===== src/rtl/controle_banco.sv =====
// Four-state sequencer that reads two operands from a register bank, computes one
// ALU operation and writes the result back, one request every four cycles.
module controle_banco #(
  parameter int unsigned LARGURA = 32
) (
  input  logic               clk,
  input  logic               reset,
  input  logic               req_valido,
  output logic               req_pronto,
  input  logic [2:0]         op,
  input  logic [4:0]         rs,
  input  logic [4:0]         rt,
  input  logic [4:0]         rd,
  output logic [4:0]         origem1,
  output logic [4:0]         origem2,
  input  logic [LARGURA-1:0] dado1,
  input  logic [LARGURA-1:0] dado2,
  output logic [4:0]         destino,
  output logic               escrita,
  output logic [LARGURA-1:0] dado_entrada,
  output logic               concluido,
  output logic [LARGURA-1:0] resultado
);

  typedef enum logic [1:0] {StOcioso, StLeitura, StExecucao, StEscrita} estado_e;

  estado_e            estado_q;
  logic [2:0]         op_q;
  logic [4:0]         rs_q, rt_q, rd_q;
  logic [LARGURA-1:0] a_q, b_q, resultado_q, alu_d;
  logic               pronto_q, escrita_q, concluido_q;

  always_comb begin
    alu_d = '0;
    case (op_q)
      3'b000: alu_d = a_q + b_q;
      3'b001: alu_d = a_q - b_q;
      3'b010: alu_d = a_q & b_q;
      3'b011: alu_d = a_q | b_q;
      3'b100: alu_d = a_q ^ b_q;
      3'b101: alu_d = {{(LARGURA-1){1'b0}}, ($signed(a_q) < $signed(b_q))};
      3'b110: alu_d = {{(LARGURA-1){1'b0}}, (a_q < b_q)};
      3'b111: alu_d = a_q << b_q[4:0];
    endcase
  end

  always_ff @(posedge clk or posedge reset) begin
    if (reset) begin
      estado_q    <= StOcioso;
      op_q        <= '0;
      rs_q        <= '0;
      rt_q        <= '0;
      rd_q        <= '0;
      a_q         <= '0;
      b_q         <= '0;
      resultado_q <= '0;
      pronto_q    <= 1'b1;
      escrita_q   <= 1'b0;
      concluido_q <= 1'b0;
    end else begin
      unique case (estado_q)
        StOcioso: begin
          if (req_valido) begin
            op_q     <= op;
            rs_q     <= rs;
            rt_q     <= rt;
            rd_q     <= rd;
            pronto_q <= 1'b0;
            estado_q <= StLeitura;
          end
        end
        StLeitura: begin
          a_q      <= dado1;
          b_q      <= dado2;
          estado_q <= StExecucao;
        end
        StExecucao: begin
          resultado_q <= alu_d;
          concluido_q <= 1'b1;
          // Writes to r0 are suppressed but still report completion.
          escrita_q   <= (rd_q != 5'd0);
          estado_q    <= StEscrita;
        end
        StEscrita: begin
          concluido_q <= 1'b0;
          escrita_q   <= 1'b0;
          pronto_q    <= 1'b1;
          estado_q    <= StOcioso;
        end
        default: estado_q <= StOcioso;
      endcase
    end
  end

  assign req_pronto   = pronto_q;
  assign origem1      = rs_q;
  assign origem2      = rt_q;
  assign destino      = rd_q;
  assign escrita      = escrita_q;
  assign concluido    = concluido_q;
  assign resultado    = resultado_q;
  assign dado_entrada = resultado_q;

endmodule

===== config.mk =====
export PLATFORM = sky130hd
export DESIGN_NAME = controle_banco
export DESIGN_NICKNAME = d
export VERILOG_FILES = /design/src/rtl/controle_banco.sv
export SDC_FILE = /design/constraint.sdc
export NUM_CORES = 1
export LEC_CHECK = 0
export ABC_CLOCK_PERIOD_IN_PS = 6800
export CAP_MARGIN = 25
export CELL_PAD_IN_SITES_DETAIL_PLACEMENT = 0
export CELL_PAD_IN_SITES_GLOBAL_PLACEMENT = 1
export CORE_MARGIN = 2
export CORE_UTILIZATION = 45
export DETAILED_ROUTE_END_ITERATION = 10
export GPL_TIMING_DRIVEN = 0
export PLACE_DENSITY = 0.88
export SLEW_MARGIN = 20
export SYNTH_ARGS = -nofsm -noshare
export SYNTH_HDL_FRONTEND = slang
export SYNTH_SLANG_ARGS = --single-unit

===== constraint.sdc =====
create_clock -name clk -period 6.8 [get_ports clk]
set_input_delay 1.36 -clock clk [delete_from_list [all_inputs] [get_ports clk]]
set_output_delay 1.36 -clock clk [all_outputs]
set_load 0.03 [all_outputs]

==> out/metrics.csv <==
stage;metric;value;unit
clocking;clock sinks;119;
cells_and_area;post-route cell area;0.01400;mm²
timing;Final Hold Violating Endpoints;0;
timing;Slew Limit Fails;0;
synthesis;Post-synth ARST share;100.0;%
timing;Layout Skew;0.02218;ns
synthesis;Post-Synthesis Cell Area;0.01130;mm²
setup_path;R2R cell count;14;
timing;Tcrit/Tclk final;77.96;%
timing;worst-margin pin slew;1.261;ns
floorplanning;Rows;57;
placement;IO Port Bufs;166;
grt;total track usage;39.11;%
drt;drt first pass iters;9;
setup_path;reg2reg setup slack;1.50;ns
placement;HPWL after detailed placement;38710;µm
timing;Final Setup Violations;0;
timing;hold_ws;0.5030;ns
setup_path;FF-to-FF End;dado_entrada[31];
timing;RSZ-0062 raised after global routing;no;
placement;Setup WS pre-CTS;1.710;ns
synthesis;Seq cells post-synth;119;
drt;Residual DRC;0;
synthesis;ys flop type;dfrtp_1;
timing;Slew headroom;15.92;%
grt;largest net degree at the start of global routing;68;
setup_path;arrival time at the worst endpoint;5.67;ns
min_path;WHS Path Cells;1;
placement;DP Area;0.01342;mm²
grt;number of global-route vias before repair;11982;
synthesis;library cells used by synthesis;81;
floorplanning;IO Pins;167;
floorplanning;Die ar.;0.02639;mm²
drt;Vias/cell;6.389;
setup_path;Critical Path RT;7.17;ns
synthesis;sequential element share of the synthesized area;26.37;%
timing;worst setup margin;1.499;ns
cells_and_area;share of cells above drive strength 1;9.226;%
grt;first-pass GRT wire length;76310;µm
setup_path;crit start category;flop;
min_path;Hold EP;origem2[2];
clocking;cts repair resizes;0;
synthesis;Post-synth EDFFs;0;
clocking;Clk pin slew, worst setup/hold paths;0.08;ns
drt;via count;12388;
synthesis;syn_nets;1601;
outcome;status;finished, final reports clean;
drt;final wirelength;51710;µm
timing;Sum Neg Setup Slack;0;ns
synthesis;Syn Area/Cell;7.994;µm²
setup_path;RR Startpoint;b_q[3];
clocking;TritonCTS buffer count;17;
synthesis;Ys Warns;0;
grt;initial antenna violation count;0;
floorplanning;die height;162.4;µm
setup_path;critical-path maximum fanout;11;
min_path;hold path startpoint;origem2[2];
floorplanning;CORE AREA;0.02446;mm²
timing;fmax;0.1886;GHz
grt;Overflow after GRT;0;
min_path;Min-Delay Path Class;reg2reg;
clocking;setup repair bufs after CTS;0;
job;Max-cap violations;0;
drt;post-route antenna net violation count;0;
clocking;clk_lat worst skew;0.45;ns
clocking;CTS Root Cell;clkbuf_16;
floorplanning;Starting Density;46.18;%
timing;Tmin final;5.301;ns
clocking;CTS tree;yes;
setup_path;crit path kind;reg2reg;
clocking;CTS max path bufs;2;
synthesis;Post-Synthesis Cells;1413;
clocking;CTS HTree Levels;4;
placement;GPL Wtd Cong;1.017;
clocking;hold bufs inserted after CTS;0;
drt;initial DRC count;1617;
cells_and_area;Final #Nets;1790;
setup_path;CP Capture Type;flop;
cells_and_area;# diodes;0;
cells_and_area;Syn-to-layout area delta;23.98;%
drt;wire per inst;26.67;µm
floorplanning;Die W;162.4;µm
[registers in the layout (all words and copies together), names as in the netlist]
signal and flops:
a_q 32, op_q 3, origem1 5, escrita 1
dado_entrada 32, concluido 1, b_q 32, origem2 5
estado_q 2, req_pronto 1, destino 5
[area by class of cell]
cell class	count	area, µm²
fill	2289	10460
multi-input combinational	1051	7256
sequential	119	2979
timing repair buffer	170	1727
buffer	134	654.4
clock buffer	17	425.4
inverter	109	414.1
tap	324	405.4
clock inverter	15	143.9
[metrics by stage]
step	instances	util, %
floorplan	1413	-
global placement	1903	54.63
detailed placement	1906	54.88
CTS	1938	57.20
global route	1939	57.25
finish	1939	57.25
[cell usage in the layout (no fill, tap or decap), types with 7 or more instances in the layout]
cell	n
clkdlybuf4s50_1	166
nand2_1	161
a21oi_1	123
o21ai_0	123
dfrtp_1	118
inv_1	107
nor2_1	105
ha_1	101
clkbuf_1	80
mux2i_1	43
buf_4	32
nor3_1	27
mux2_2	26
a211oi_1	25
a21o_1	23
a221oi_1	20
nand3_1	18
clkbuf_16	17
mux4_2	15
a31oi_1	15
buf_2	13
o211ai_1	13
nand2b_1	12
o31ai_1	12
xnor2_1	12
o22ai_1	11
o2111ai_1	10
o221ai_1	10
o21bai_1	8
nor4_1	8
buf_1	7
a221o_1	7
nand4_1	7
o21a_1	7
[cells in the mapped netlist, types with 18 or more instances]
cell type	instances	share of area, %
ha_1	101	11
nand2_1	161	5.4
a211oi_1	25	1.7
nand3_1	18	0.80
a21oi_1	123	5.4
nor3_1	27	1.2
clkbuf_1	80	2.7
mux2_2	26	2.6
a221oi_1	20	1.6
buf_4	32	2.1
o21ai_0	123	5.4
mux2i_1	43	3.8
nor2_1	106	3.5
dfrtp_1	118	26
a21o_1	23	1.5
inv_1	108	3.6
[logic make-up (layout without fill, tap and decap cells)]
logic type / Yosys count / after routing / share of synthesized area [%]
mux: 84 / 84 / 9.393
simple gates: 372 / 372 / 14.46
flops: 119 / 119 / 26.37
fa+ha+maj: 103 / 103 / 11.54
buf+inv: 243 / 445 / 9.415
compound gates: 475 / 475 / 27.50
xor+xnor: 17 / 17 / 1.318
[how the worst max path moves through the flow]
stage / from / cells past startpoint / slack [ns] / endpoint
after global routing: b_q[3] / 14 / 1.31 / dado_entrada[31]
after CTS: b_q[3] / 14 / 1.71 / dado_entrada[31]
after global placement: reset / 2 / 0.36 / b_q[24]
final: b_q[3] / 14 / 1.50 / dado_entrada[31]
after detailed placement: b_q[2] / 14 / 1.71 / dado_entrada[31]
after floorplan: reset / 1 / 2.28 / a_q[0]
[metal layers]
metal,up-vias,track usage [%],part of all wire (%)
met5,-,0,0
met4,0,17.50,4.8
met3,176,11.74,12
met2,865,58.18,42
met1,5930,52.45,41
li1,5417,-,-
[critical path: stages, from the launching register on]
cell and delay [ns]:
dfrtp_1 0.53, inv_1 0.15, clkbuf_1 0.44, buf_1 0.72, ha_1 0.22, buf_2 0.21, o211ai_1 0.11, o21ai_0 0.56
o311ai_0 0.43, and3_1 0.38, o31ai_2 0.76, a221oi_1 0.20, xnor2_1 0.19, nand2_1 0.09, a31oi_1 0.24
Power is left out: the tool's default activity adds up to more than one toggle a clock period on the data nets, which glitch-free logic cannot reach.
